$ cat src/rtl/tx_os_sched_if.sv
// Ordered-set scheduler bus: generator-side TS handshake, LTSSM EIOS handshake,
// and the TX FIFO write port. The scheduler drives through "master", while the
// generator, the LTSSM and the FIFO sit on "slave".
interface tx_os_sched_if;
  logic         ts_valid;
  logic [127:0] ts;
  logic         ts_stall;
  logic         skp_en;
  logic         eios_req;
  logic         eios_ack;
  logic         fifo_full;
  logic         fifo_wr;
  logic [127:0] fifo_data;
  logic [4:0]   fifo_len;
  logic         ts_ovf;

  modport master (
    input  ts_valid,
    input  ts,
    input  skp_en,
    input  eios_req,
    input  fifo_full,
    output ts_stall,
    output eios_ack,
    output fifo_wr,
    output fifo_data,
    output fifo_len,
    output ts_ovf
  );

  modport slave (
    output ts_valid,
    output ts,
    output skp_en,
    output eios_req,
    output fifo_full,
    input  ts_stall,
    input  eios_ack,
    input  fifo_wr,
    input  fifo_data,
    input  fifo_len,
    input  ts_ovf
  );
endinterface

$ cat src/rtl/tx_os_sched.sv
// Transmit ordered-set scheduler. Merges TS beats from the generator, periodic
// SKP ordered sets and LTSSM-requested EIOS bursts onto a single 128-bit FIFO
// write port. Each write carries exactly one ordered set. A one-entry skid
// buffer absorbs the beat that is in flight when the generator gets stalled.
module tx_os_sched #(
  parameter int unsigned SKP_INTERVAL = 1180,  // 2..65535
  parameter int unsigned EIOS_NUM     = 1      // 1..4
) (
  input logic            clk,
  input logic            rst,
  tx_os_sched_if.master  bus_io
);

  localparam logic [127:0] SkpWord  = {8'hBC, 8'h1C, 8'h1C, 8'h1C, 96'h0};
  localparam logic [127:0] EiosWord = {8'hBC, 8'h7C, 8'h7C, 8'h7C, 96'h0};
  localparam logic [4:0]   LenTs    = 5'd16;
  localparam logic [4:0]   LenOs    = 5'd4;
  localparam logic [15:0]  SkpLast  = 16'(SKP_INTERVAL - 1);
  localparam logic [1:0]   EiosLast = 2'(EIOS_NUM - 1);

  typedef enum logic [1:0] {StPass, StEios, StEi} state_e;

  state_e         state_q, state_d;
  logic           skid_vld_q, skid_vld_d;
  logic [127:0]   skid_q, skid_d;
  logic           skp_pend_q, skp_pend_d;
  logic [15:0]    skp_cnt_q, skp_cnt_d;
  logic [1:0]     eios_cnt_q, eios_cnt_d;
  logic           fifo_wr_q, fifo_wr_d;
  logic [127:0]   fifo_data_q, fifo_data_d;
  logic [4:0]     fifo_len_q, fifo_len_d;
  logic           ts_stall_q, ts_stall_d;
  logic           eios_ack_q, eios_ack_d;
  logic           ts_ovf_q, ts_ovf_d;

  logic           skp_wrap;
  logic           skid_wr;
  logic           direct_wr;

  // Next-state: SKP timer, write arbitration, skid capture and stall generation.
  always_comb begin
    state_d     = state_q;
    skid_vld_d  = skid_vld_q;
    skid_d      = skid_q;
    skp_pend_d  = skp_pend_q;
    skp_cnt_d   = skp_cnt_q;
    eios_cnt_d  = eios_cnt_q;
    fifo_wr_d   = 1'b0;
    fifo_data_d = fifo_data_q;
    fifo_len_d  = fifo_len_q;
    ts_ovf_d    = ts_ovf_q;
    skp_wrap    = 1'b0;
    skid_wr     = 1'b0;
    direct_wr   = 1'b0;

    // SKP interval timer; disabling it restarts the interval.
    if (bus_io.skp_en) begin
      if (skp_cnt_q == SkpLast) begin
        skp_cnt_d = '0;
        skp_wrap  = 1'b1;
      end else begin
        skp_cnt_d = skp_cnt_q + 16'd1;
      end
    end else begin
      skp_cnt_d = '0;
    end

    case (state_q)
      StPass: begin
        if (bus_io.eios_req) begin
          state_d = StEios;
        end else if (!bus_io.fifo_full) begin
          if (skp_pend_q) begin
            fifo_wr_d   = 1'b1;
            fifo_data_d = SkpWord;
            fifo_len_d  = LenOs;
            skp_pend_d  = 1'b0;
          end else if (skid_vld_q) begin
            fifo_wr_d   = 1'b1;
            fifo_data_d = skid_q;
            fifo_len_d  = LenTs;
            skid_wr     = 1'b1;
          end else if (bus_io.ts_valid) begin
            fifo_wr_d   = 1'b1;
            fifo_data_d = bus_io.ts;
            fifo_len_d  = LenTs;
            direct_wr   = 1'b1;
          end
        end
      end
      StEios: begin
        if (!bus_io.fifo_full) begin
          fifo_wr_d   = 1'b1;
          fifo_data_d = EiosWord;
          fifo_len_d  = LenOs;
          if (eios_cnt_q == EiosLast) begin
            eios_cnt_d = '0;
            state_d    = StEi;
          end else begin
            eios_cnt_d = eios_cnt_q + 2'd1;
          end
        end
      end
      StEi: begin
        if (!bus_io.eios_req) begin
          state_d = StPass;
        end
      end
      default: state_d = StPass;
    endcase

    // A fresh wrap re-arms the pending flag even if the old one was just sent.
    if (skp_wrap) begin
      skp_pend_d = 1'b1;
    end

    // Skid: freed by its own write, refilled by any beat not written directly.
    if (skid_wr) begin
      skid_vld_d = 1'b0;
    end
    if (bus_io.ts_valid && !direct_wr) begin
      if (!skid_vld_q || skid_wr) begin
        skid_d     = bus_io.ts;
        skid_vld_d = 1'b1;
      end else begin
        ts_ovf_d = 1'b1;
      end
    end

    eios_ack_d = (state_d == StEi);
    ts_stall_d = bus_io.fifo_full | skid_vld_d | (state_q != StPass) |
                 bus_io.eios_req | skp_pend_q;
  end

  // State and output registers with synchronous reset.
  always_ff @(posedge clk) begin
    if (rst) begin
      state_q     <= StPass;
      skid_vld_q  <= 1'b0;
      skid_q      <= '0;
      skp_pend_q  <= 1'b0;
      skp_cnt_q   <= '0;
      eios_cnt_q  <= '0;
      fifo_wr_q   <= 1'b0;
      fifo_data_q <= '0;
      fifo_len_q  <= '0;
      ts_stall_q  <= 1'b1;
      eios_ack_q  <= 1'b0;
      ts_ovf_q    <= 1'b0;
    end else begin
      state_q     <= state_d;
      skid_vld_q  <= skid_vld_d;
      skid_q      <= skid_d;
      skp_pend_q  <= skp_pend_d;
      skp_cnt_q   <= skp_cnt_d;
      eios_cnt_q  <= eios_cnt_d;
      fifo_wr_q   <= fifo_wr_d;
      fifo_data_q <= fifo_data_d;
      fifo_len_q  <= fifo_len_d;
      ts_stall_q  <= ts_stall_d;
      eios_ack_q  <= eios_ack_d;
      ts_ovf_q    <= ts_ovf_d;
    end
  end

  assign bus_io.ts_stall  = ts_stall_q;
  assign bus_io.eios_ack  = eios_ack_q;
  assign bus_io.fifo_wr   = fifo_wr_q;
  assign bus_io.fifo_data = fifo_data_q;
  assign bus_io.fifo_len  = fifo_len_q;
  assign bus_io.ts_ovf    = ts_ovf_q;

endmodule

$ cat src/flat_wrapper.sv
// flat-port wrapper written by rule: the top's interface ports become plain ports
module tx_os_sched_flat 
#(
  parameter int unsigned SKP_INTERVAL = 1180,             
  parameter int unsigned EIOS_NUM     = 1             
)
  (clk, rst, bus_io_ts_valid, bus_io_ts, bus_io_skp_en, bus_io_eios_req, bus_io_fifo_full, bus_io_ts_stall, bus_io_eios_ack, bus_io_fifo_wr, bus_io_fifo_data, bus_io_fifo_len, bus_io_ts_ovf);
  tx_os_sched_if bus_io_i ();
  input logic clk;
  input logic rst;
  input wire logic [$bits(bus_io_i.ts_valid)-1:0] bus_io_ts_valid;
  input wire logic [$bits(bus_io_i.ts)-1:0] bus_io_ts;
  input wire logic [$bits(bus_io_i.skp_en)-1:0] bus_io_skp_en;
  input wire logic [$bits(bus_io_i.eios_req)-1:0] bus_io_eios_req;
  input wire logic [$bits(bus_io_i.fifo_full)-1:0] bus_io_fifo_full;
  output wire logic [$bits(bus_io_i.ts_stall)-1:0] bus_io_ts_stall;
  output wire logic [$bits(bus_io_i.eios_ack)-1:0] bus_io_eios_ack;
  output wire logic [$bits(bus_io_i.fifo_wr)-1:0] bus_io_fifo_wr;
  output wire logic [$bits(bus_io_i.fifo_data)-1:0] bus_io_fifo_data;
  output wire logic [$bits(bus_io_i.fifo_len)-1:0] bus_io_fifo_len;
  output wire logic [$bits(bus_io_i.ts_ovf)-1:0] bus_io_ts_ovf;
  assign bus_io_i.ts_valid = bus_io_ts_valid;
  assign bus_io_i.ts = bus_io_ts;
  assign bus_io_i.skp_en = bus_io_skp_en;
  assign bus_io_i.eios_req = bus_io_eios_req;
  assign bus_io_i.fifo_full = bus_io_fifo_full;
  assign bus_io_ts_stall = bus_io_i.ts_stall;
  assign bus_io_eios_ack = bus_io_i.eios_ack;
  assign bus_io_fifo_wr = bus_io_i.fifo_wr;
  assign bus_io_fifo_data = bus_io_i.fifo_data;
  assign bus_io_fifo_len = bus_io_i.fifo_len;
  assign bus_io_ts_ovf = bus_io_i.ts_ovf;
  tx_os_sched #(.SKP_INTERVAL(SKP_INTERVAL), .EIOS_NUM(EIOS_NUM)) u_core (.clk(clk), .rst(rst), .bus_io(bus_io_i));
endmodule
$ cat config.mk
export PLATFORM = sky130hd
export DESIGN_NAME = tx_os_sched_flat
export DESIGN_NICKNAME = d
export VERILOG_FILES = /design/src/rtl/tx_os_sched_if.sv /design/src/rtl/tx_os_sched.sv /design/src/flat_wrapper.sv
export SDC_FILE = /design/constraint.sdc
export NUM_CORES = 1
export LEC_CHECK = 0
export CAP_MARGIN = 25
export CORE_MARGIN = 1.5
export CORE_UTILIZATION = 51
export DETAILED_ROUTE_END_ITERATION = 8
export PLACE_DENSITY = 0.89
export RECOVER_POWER = 100
export SYNTH_ARGS = -nofsm -noshare
export SYNTH_HDL_FRONTEND = slang
export SYNTH_SLANG_ARGS = --single-unit
$ cat constraint.sdc
create_clock -name clk -period 2.4 [get_ports clk]
set_input_delay 0.48 -clock clk [delete_from_list [all_inputs] [get_ports clk]]
set_output_delay 0.48 -clock clk [all_outputs]
set_load 0.01 [all_outputs]
==> results.yml, run 1 <==
finish:
  diodes: 0
  multi_input_area_um2: 6412
  synthToLayoutAreaGrowth_pct: 31.75
  fin_cells: 1859
  n_fill_cell: 1828
  num-nets-final: 1649
  seq_area_um2: 5689
  drive_gt1_frac: 0.1277
worst_setup_path:
  r2r-end: "u_core.skid_q[110]$_SDFFE_PP0P_"
  max_stage_delay_ns: 0.57
  crit_path_max_fanout: 13
  slowest_stage: "or4_1"
  cp_top_family: "simple AND/OR/NAND/NOR gates"
  worstSetupStartpointType: "input pin"
  r2r_setup_slack_ns: 0.21
  rr_worst_depth: 5
  path_buf_inv: 2
  critical_path.cell_chain: "clkdlybuf4s50_1 -> or4_1 -> o21ai_0 -> and3_4 -> clkbuf_2 -> mux2i_1"
  crit_required_ns: 2.86
  crit_path_start: "bus_io_eios_req"
  path_class: "input pin to flip-flop"
  worstReg2RegStart: "u_core.state_q[0]$_SDFF_PP0_"
  cp-end-kind: "flip-flop"
  critPathArrivalTime_ns: 2.68
route:
  drt.antenna.violating_nets: 0
  dr.pass1.iters: 5
  wirelength_um: 30920
  drc: 0
  viasPerCell: 5.325
  vias: 9900
  drtIter0Drc: 682
  wl_per_cell_um: 16.63
synthesis:
  ys_seq_area_frac: 0.4503
  syn_area_um2: 12630
  syn_inst: 1281
  yosysUniqueCellTypes: 37
  ys_ff_latch: 284
  yosysWarnings: 0
  syn_area_per_cell_um2: 9.857
run:
  drv_cap: 0
sta:
  fin_crit_ns: 2.226
  finalWorstSetupSlack_ns: 0.1740
  tightest_slew_ns: 0.5591
  skew_ns: 0.01806
  fmax_mhz: 449.2
  rsz0062_at_grt: "no"
  hold_viol_final: 0
  slew_viol_final: 0
  finalSetupViolations: 0
  post-route-period-util: 0.9275
  max_slew_margin: 0.6273
hold_path:
  min-delay-start: "rst"
  hold_class: "input pin to flip-flop"
  hold_path_end: "u_core.bus_io.fifo_data[81]$_SDFFE_PP0P_"
  whs_path_depth: 2
die:
  fp-row-count: 57
  die_area_um2: 25710
  chipWidth_um: 160.4
  initial_core_util: 0.5192
  core_area_um2: 24320
  pin_count: 271
  die_h_um: 160.4
clocking:
  cts-root-buf: "clkbuf_16"
  cts_resized: 0
  clockBufferDepth: 3
  cts_tree: "built"
  cts_made_buffers: 30
  cts_setup_buffers: 0
  cts.sinks: 284
  clk_pin_slew_ns: 0.06
  hold_buffers: 0
  htree_levels: 1
  clock_latency_ns: 0.54
grt:
  grt_max_degree: 108
  grt_pass1_wl_um: 50380
  grt_use_total: 0.2353
  grt_pass1_vias: 9964
  overflow: 0
  antenna_found_initial: 0
power_and_ir_drop:
  switching_share: 0.2418
  power_density_nw_per_um2: 688.4
  cellLeakagePower_uw: 0.006602
  intPower_uw: 8683
  power_frac_seq: 0.448
  p_clk_frac: 0.403
  ir_drop_mv: 0.5034
  switching_power_uw: 2769
  pwr-share-comb: 0.149
placed_design:
  dp_cells: 1804
  place_ws_ns: -0.2597
  place_congestion: 0.7900
  io_buffers: 267
  hpwl_um: 20430
status:
  status: "finished, final reports clean"
[metrics by stage]
stage / total power [uW] / hold WS (ns) / util / setup TNS, ns / instance area, um^2
after detailed placement: 6976 / 0.4430 / 0.6452 / -27.16 / 15690
final: 11450 / 0.3934 / 0.6841 / 0 / 16640
after CTS: 11600 / 0.3743 / 0.6863 / 0 / 16690
after global routing: 11910 / 0.4064 / 0.6841 / 0 / 16640
after global placement: 6923 / 0.4284 / 0.6452 / -20.14 / 15690
after floorplan: 6252 / 0.4175 / - / 0 / 12630
[metal layers]
layer	GRT usage	vias up	wire, um
li1	-	4837	-
met1	0.2934	4713	13490
met2	0.4063	297	14630
met3	0.05501	53	2096
met4	0.06627	0	705
met5	0	-	0
[cell usage after synthesis, drive strengths merged]
cell type	count	share of area
nor3	13	0.0055
nand3	7	0.0028
or3	1	0.00050
inv	4	0.0012
mux2i	148	0.12
nand4	4	0.0020
o21ai	9	0.0036
nand2b	257	0.13
or4	3	0.0021
buf	32	0.020
a21oi	4	0.0016
mux2	108	0.096
xnor2	11	0.0076
conb	1	0.00030
and3	2	0.00099
or3b	1	0.00069
nor2b	2	0.00099
clkbuf	78	0.023
dfxtp	284	0.45
nand2	6	0.0018
or4b	2	0.0016
nor4	7	0.0035
ha	3	0.0030
a22oi	109	0.065
a31oi	1	0.00050
xor2	3	0.0021
a211o	1	0.00069
nor2	164	0.049
maj3	1	0.00079
or2	1	0.00050
a211oi	14	0.0083
[registers in the layout, summed over array words and instances, names as in the netlist]
signal,cells
u_core.bus_io.ts_ovf,1
u_core.state_q,2
u_core.bus_io.fifo_wr,1
u_core.skp_pend_q,1
u_core.bus_io.fifo_len,2
u_core.skid_q,128
u_core.skp_cnt_q,16
u_core.skid_vld_q,1
u_core.eios_cnt_q,2
u_core.bus_io.ts_stall,1
u_core.bus_io.eios_ack,1
u_core.bus_io.fifo_data,128
[how the worst max path moves through the flow]
stage                                            to  slack [ns]  cells past startpoint
floorplan           u_core.skp_cnt_q[10]$_SDFF_PP0_        0.27                      8
global placement     u_core.skid_q[77]$_SDFFE_PP0P_       -0.19                      6
detailed placement   u_core.skid_q[64]$_SDFFE_PP0P_       -0.26                      6
CTS                  u_core.skid_q[80]$_SDFFE_PP0P_        0.27                      6
global route        u_core.skid_q[110]$_SDFFE_PP0P_        0.09                      6
finish              u_core.skid_q[110]$_SDFFE_PP0P_        0.17                      6
[cells by family after synthesis]
kind of cell | count (synthesis) | synth area share
simple gates | 470 | 0.1990
mux | 256 | 0.2136
xor+xnor | 14 | 0.009711
flops | 284 | 0.4503
compound gates | 138 | 0.07947
buf+inv | 114 | 0.04390
other cells | 1 | 0.0002970
fa+ha+maj | 4 | 0.003766
[area by class of cell]
cell class,instances,share of cell area
Clock buffer,45,0.05400
Clock inverter,10,0.006167
Inverter,4,0.0009025
Timing Repair Buffer,307,0.1871
Multi-Input combinational cell,885,0.3855
Sequential cell,284,0.3420
Tap cell,324,0.02437
[power groups by stage]
stage / sequential (uW) / combinational [uW] / clock (uW)
final: 5130 / 1710 / 4620
after global routing: 5150 / 1840 / 4920
after CTS: 5130 / 1770 / 4700
after global placement: 5210 / 1710 / 0
after floorplan: 5230 / 1020 / 0
after detailed placement: 5220 / 1750 / 0
[cells in the final DEF, fill, tap and decap left out, types with 2 or more instances in the layout]
master / count
a211oi_1: 14
a21oi_1: 4
a22oi_1: 109
buf_12: 13
buf_4: 15
buf_6: 2
bufinv_16: 2
clkbuf_1: 14
clkbuf_16: 31
clkbuf_2: 3
clkbuf_8: 8
clkdlybuf4s50_1: 132
clkinv_2: 7
conb_1: 3
dfxtp_1: 283
dlygate4sd3_1: 134
ha_1: 3
inv_1: 4
mux2_2: 108
mux2i_1: 148
nand2_1: 6
nand2b_1: 257
nand3_1: 7
nand4_1: 4
nor2_1: 164
nor2b_1: 2
nor3_1: 12
nor4_1: 6
o21ai_0: 9
or4_1: 2
xnor2_1: 11
xor2_1: 3
(Power assumes the default switching activity.)
==> run 2, diff against run 1 <==
--- a/config.mk
+++ b/config.mk
@@ -6,10 +6,11 @@
 export NUM_CORES = 1
 export LEC_CHECK = 0
 export CAP_MARGIN = 25
+export CORE_ASPECT_RATIO = 0.5
 export CORE_MARGIN = 1.5
-export CORE_UTILIZATION = 51
+export CORE_UTILIZATION = 46
 export DETAILED_ROUTE_END_ITERATION = 8
-export PLACE_DENSITY = 0.89
+export PLACE_DENSITY = 0.85
 export RECOVER_POWER = 100
 export SYNTH_ARGS = -nofsm -noshare
 export SYNTH_HDL_FRONTEND = slang
==> constraint.sdc (replaced) <==
create_clock -name clk -period 1.8 [get_ports clk]
set_input_delay 0.36 -clock clk [delete_from_list [all_inputs] [get_ports clk]]
set_output_delay 0.36 -clock clk [all_outputs]
set_load 0.01 [all_outputs]
==> run 2 against run 1 <==
Net effect:
- the flow now finishes with violations (negative setup slack)
- clock power increased by 18%
- critical path depth increased by 2
- clock skew decreased by 0.0095 ns
- first-iteration DRC count increased by 5.1%
- routed wire length increased by 12%
- non-clock buffer count increased by 48
- hold slack got worse by 0.21 ns
- combinational power increased by 51%
- utilization decreased by 3.5 points
- largest cell class unchanged
- flip-flop and latch count unchanged
- setup slack got worse by 0.38 ns
- cell count increased by 3.8%
==> results.yml, run 2 (same netlist as run 1, synthesis figures left out) <==
run:
  drv_cap: 0
route:
  wl_per_cell_um: 17.95
  vias: 10300
  viasPerCell: 5.340
  drc: 0
  dr.pass1.iters: 5
  drtIter0Drc: 717
  wirelength_um: 34630
  drt.antenna.violating_nets: 0
worst_setup_path:
  cp-end-kind: "flip-flop"
  r2r_setup_slack_ns: -0.21
  cp_common_cell: "buf_6"
  worstReg2RegStart: "u_core.state_q[0]$_SDFF_PP0_"
  path_buf_inv: 4
  critical_path.cell_chain: "or4_4 -> buf_6 -> nor3_4 -> buf_6 -> buf_8 -> bufbuf_16 -> a22oi_1 -> nor2_1"
  critPathArrivalTime_ns: 2.47
  crit_required_ns: 2.26
  max_stage_delay_ns: 0.54
  path_class: "flip-flop to flip-flop"
  rr_worst_depth: 8
  slowest_stage: "or4_4"
  crit_path_max_fanout: 6
  cp_top_family: "simple AND/OR/NAND/NOR gates"
  r2r-end: "u_core.bus_io.fifo_data[68]$_SDFFE_PP0P_"
  worstSetupStartpointType: "flip-flop"
grt:
  grt_use_total: 0.2281
  grt_max_degree: 94
  antenna_found_initial: 2
  overflow: 0
  grt_pass1_wl_um: 52640
  grt_pass1_vias: 10222
sta:
  setup_tns_ns: -29.07
  slew_viol_final: 0
  skew_ns: 0.008586
  rsz0062_at_grt: "yes"
  finalWorstSetupSlack_ns: -0.2061
  fin_crit_ns: 2.006
  finalSetupViolations: 246
  fmax_mhz: 498.5
  post-route-period-util: 1.114
  hold_viol_final: 0
power_and_ir_drop:
  ir_drop_mv: 0.6645
  power_density_nw_per_um2: 858.0
  report.power.total_uw: 14870
  cellLeakagePower_uw: 0.006820
finish:
  synthToLayoutAreaGrowth_pct: 37.25
  finalInstanceArea_um2: 17330
  mostFrequentLayoutCell: "dfxtp_1"
  most-common-layout-cells: "dfxtp_1, nand2b_1, nor2_1"
  num-nets-final: 1694
  drive_gt1_frac: 0.1619
  n_fill_cell: 1983
  fin_util: 0.6492
clocking:
  cts-root-buf: "clkbuf_16"
  cts_tree: "built"
  hold_buffers: 0
  clockBufferDepth: 3
  clock_latency_ns: 0.53
  htree_levels: 1
  cts_made_buffers: 26
  cts.sinks: 284
  clk_pin_slew_ns: 0.07
status:
  status: "complete, but fails checks"
  violations: "negative setup slack"
hold_path:
  min-delay-start: "bus_io_eios_req"
  hold_class: "input pin to flip-flop"
  whs_path_depth: 3
  hold_path_end: "u_core.state_q[0]$_SDFF_PP0_"
die:
  chipWidth_um: 237.3
  fp-row-count: 42
  die_h_um: 120.2
  initial_core_util: 0.4730
  die_area_um2: 28510
  pin_count: 271
  core_area_um2: 26700
placed_design:
  place_congestion: 0.8169
  io_buffers: 267
  postPlaceCellArea_um2: 15860
  hpwl_um: 21960
[run 2: worst max-delay path by stage]
stage / startpoint / to / depth (start not counted)
after floorplan: bus_io_eios_req / u_core.skid_q[100]$_SDFFE_PP0P_ / 7
after detailed placement: bus_io_eios_req / u_core.skid_q[90]$_SDFFE_PP0P_ / 6
after global placement: bus_io_eios_req / u_core.skid_q[35]$_SDFFE_PP0P_ / 6
final: u_core.state_q[0]$_SDFF_PP0_ / u_core.bus_io.fifo_data[68]$_SDFFE_PP0P_ / 8
after global routing: u_core.state_q[0]$_SDFF_PP0_ / u_core.bus_io.fifo_data[41]$_SDFFE_PP0P_ / 8
after CTS: u_core.state_q[0]$_SDFF_PP0_ / u_core.skid_q[7]$_SDFFE_PP0P_ / 5
[run 2: per-stage QoR]
| stage | std cells | worst slack [ns] | hold slack, ns |
|---|---|---|---|
| final | 1929 | -0.2061 | 0.1816 |
| after global routing | 1929 | -0.2470 | 0.1779 |
| after CTS | 1910 | -0.1692 | 0.1874 |
| after detailed placement | 1844 | -0.6927 | 0.4378 |
| after global placement | 1844 | -0.6642 | 0.4269 |
| after floorplan | 1283 | -0.1859 | 0.4175 |
[run 2: report_power, final]
group	switching, uW	internal (uW)
combinational	1150	1430
sequential	204	6640
clock	2410	3040
total	3770	11100
[run 2: routing by layer]
| layer | part of all wire | track usage | vias up |
|---|---|---|---|
| met1 | 0.43 | 0.2763 | 5021 |
| met5 | 0 | 0 | - |
| li1 | - | - | 4949 |
| met2 | 0.51 | 0.4137 | 260 |
| met4 | 0.032 | 0.08161 | 0 |
| met3 | 0.037 | 0.03290 | 70 |
[run 2: worst register-to-register path: cells and delay by family (launching register included)]
| kind | cells | cell delay, ns |
|---|---|---|
| and+or+nand+nor | 3 | 0.91 |
| DFF | 1 | 0.31 |
| AOI/OAI and AO/OA | 1 | 0.07 |
| buffers and inverters | 4 | 0.66 |
[run 2: timing repair]
item                                    4_1_cts  5_1_grt
endpoints found under the setup margin      289      315
buffers inserted                              8       17
gates resized for setup                      93       71
gates cloned                                 13        4
pin swaps                                     2        8
[run 2: layout make-up]
type	instances	area, um^2	share of cell area
diodes	2	5.005	0.0002888
clock buffers	41	798.3	0.04606
clock inverters	5	28.78	0.001661
inverters	4	15.01	0.0008664
multi-input cells	886	6480	0.3739
flip-flops and latches	284	5692	0.3284
well taps	352	440.4	0.02541
repair buffers	355	3871	0.2234
==> run 3, diff against run 2 <==
--- a/config.mk
+++ b/config.mk
@@ -5,12 +5,13 @@
 export SDC_FILE = /design/constraint.sdc
 export NUM_CORES = 1
 export LEC_CHECK = 0
+export ABC_AREA = 1
 export CAP_MARGIN = 25
 export CORE_ASPECT_RATIO = 0.5
 export CORE_MARGIN = 1.5
-export CORE_UTILIZATION = 46
+export CORE_UTILIZATION = 47
 export DETAILED_ROUTE_END_ITERATION = 8
-export PLACE_DENSITY = 0.85
+export PLACE_DENSITY = 0.86
 export RECOVER_POWER = 100
 export SYNTH_ARGS = -nofsm -noshare
 export SYNTH_HDL_FRONTEND = slang
==> run 3 against run 2 <==
Net effect:
- via count grew 31%
- global-route usage increased by 2.0 points
- synthesized cell count is 50% higher
- cell count up 30%
- clock power hardly changed
- first-iteration DRC count grew 58%
- sequential share of layout area increased by 0.77 points
- clock skew up 0.0042 ns
- cell area shrank 2.3%
- the flow now finishes without violations
- die area is 2.1% higher
- utilization decreased by 3.6 points
- highest routed layer unchanged
- sequential power is 3.1% higher
==> results.yml, run 3 <==
route:
  wl_per_cell_um: 14.88
  drt.antenna.violating_nets: 0
  viasPerCell: 5.358
  drtIter0Drc: 1134
  drc: 0
  wirelength_um: 37390
  dr.pass1.iters: 5
  vias: 13464
clocking:
  clock_latency_ns: 0.53
  clk_pin_slew_ns: 0.07
  cts_resized: 54
  clockBufferDepth: 3
  cts.sinks: 284
  cts-root-buf: "clkbuf_16"
  hold_buffers: 0
  cts_tree: "built"
  htree_levels: 1
  cts_setup_buffers: 0
  cts_made_buffers: 25
worst_setup_path:
  crit_path_start: "u_core.bus_io.fifo_data[89]$_SDFFE_PP0P_"
  cp-end-kind: "primary output"
  slowest_stage: "clkdlybuf4s50_1"
  critPathArrivalTime_ns: 1.41
  crit_path_max_fanout: 2
  path_buf_inv: 1
  cp_top_family: "buffers and inverters"
  max_stage_delay_ns: 0.57
  crit_required_ns: 1.44
  critical_path.cell_chain: "clkdlybuf4s50_1"
  path_class: "flip-flop to primary output"
  worstSetupStartpointType: "flip-flop"
  worstReg2RegStart: "u_core.state_q[0]$_SDFF_PP0_"
power_and_ir_drop:
  intPower_uw: 11230
  pwr-share-comb: 0.207
  power_frac_seq: 0.446
  switching_share: 0.2890
  p_clk_frac: 0.347
  cellLeakagePower_uw: 0.007125
  power_density_nw_per_um2: 933.1
  ir_drop_mv: 0.7214
  switching_power_uw: 4564
  report.power.total_uw: 15790
finish:
  drive_gt1_frac: 0.05449
  most-common-layout-cells: "nand2_1, dfxtp_1, a21oi_1"
  num-nets-final: 2248
  mostFrequentLayoutCell: "nand2_1"
  fin_cells: 2513
  synthToLayoutAreaGrowth_pct: 28.49
synthesis:
  syn_area_um2: 13170
  yosys.area.top_type_share: 0.4317
  yosysUniqueCellTypes: 25
  ys.flop_type: "dfxtp_1"
  syn_inst: 1920
  yosysMostFrequentCell: "nand2_1"
  syn_area_per_cell_um2: 6.860
  yosysWarnings: 0
  synth.area.top_cells: "dfxtp_1, nand2_1, a21oi_1, o21ai_0, nand4_1"
  ys_seq_area_frac: 0.4317
  synth_area_leader_cell: "dfxtp_1"
  ys_async_sr_fraction: 0
  ys_top_cells_by_count: "nand2_1, dfxtp_1, a21oi_1, nor2_1, inv_1"
  ys_ff_latch: 284
  synth_edf_count: 0
sta:
  finalWorstSetupSlack_ns: 0.02594
  hold_viol_final: 0
  hold_ws_ns: 0.1713
  fmax_mhz: 563.7
  post-route-period-util: 0.9856
  finalSetupViolations: 0
  max_slew_margin: 0.6180
  skew_ns: 0.01275
  tightest_slew_ns: 0.5729
  slew_viol_final: 0
  fin_crit_ns: 1.774
die:
  pin_count: 271
  chipWidth_um: 239.7
  initial_core_util: 0.4772
  fp-row-count: 43
  die_h_um: 121.4
  core_area_um2: 27600
  die_area_um2: 29100
placed_design:
  place_congestion: 0.8370
  place_ws_ns: -0.1695
  dp_cells: 2466
  hpwl_um: 23770
  io_buffers: 267
status:
  status: "finished, final reports clean"
grt:
  antenna_found_initial: 2
  grt_pass1_wl_um: 59170
  grt_use_total: 0.2478
  grt_pass1_vias: 12014
  grt_max_degree: 116
  overflow: 0
hold_path:
  min-delay-start: "rst"
  hold_class: "input pin to flip-flop"
run:
  drv_cap: 0
## run 3: cell types whose count changed in the layout (fill, tap and decap cells not counted), sizes merged, moves of 137 or more
cell and change:
nand2 +418, o21ai +137, a21oi +256, nand2b -257, inv +167, mux2i -148
## run 3: cell type report
cell class / instances / area, um^2
Fill cell: 2418 / 10680
Multi-Input combinational cell: 1300 / 5969
Sequential cell: 284 / 5689
Timing Repair Buffer: 329 / 3311
Clock buffer: 38 / 764.5
Inverter: 171 / 644.4
Tap cell: 382 / 478.0
Clock inverter: 7 / 62.56
Antenna cell: 2 / 5.005
## run 3: worst paths after layout
kind | end | slack [ns] | cells past startpoint
worst max register to register | u_core.bus_io.fifo_data[109]$_SDFFE_PP0P_ | 0.06 | 8
worst max-delay path | bus_io_fifo_data[89] | 0.03 | 1
worst min register to register | u_core.skp_cnt_q[0]$_SDFF_PP0_ | 0.45 | 1
worst min-delay path | u_core.skid_q[42]$_SDFFE_PP0P_ | 0.17 | 4
## run 3: cells by family (layout without fill, tap and decap cells)
logic type,Yosys count,after routing,synth area share
XOR/XNOR,3,3,0.001995
other,1,5,0.0002847
AND/OR/NAND/NOR,884,884,0.2925
buffers and inverters,338,545,0.1159
adder cells (fa/ha/maj),3,3,0.002850
flip-flops,284,284,0.4317
AO/OA/AOI/OAI,407,407,0.1548
## run 3: layer usage
layer  part of all wire  track usage  up-vias
li1                   -            -     6668
met1               0.42       0.3169     6237
met2               0.48       0.4158      456
met3              0.052      0.03480      103
met4              0.041       0.1143        0
met5                  0            0        -
## run 3: power by group through the flow
stage	logic (uW)	registers (uW)	clock network [uW]
after floorplan	1920	7230	0
after global placement	3310	7170	0
after detailed placement	3360	7180	0
after CTS	3330	7040	5580
after global routing	3610	7090	5820
final	3270	7050	5470
## run 3: per-stage QoR
step                TNS (ns)  cell area, um^2  utilization
finish                     0            16920       0.6132
global route        -0.05912            16920       0.6132
CTS                        0            17050       0.6177
detailed placement    -28.29            16290       0.5902
global placement      -19.01            16290       0.5902
floorplan                  0            13180            -
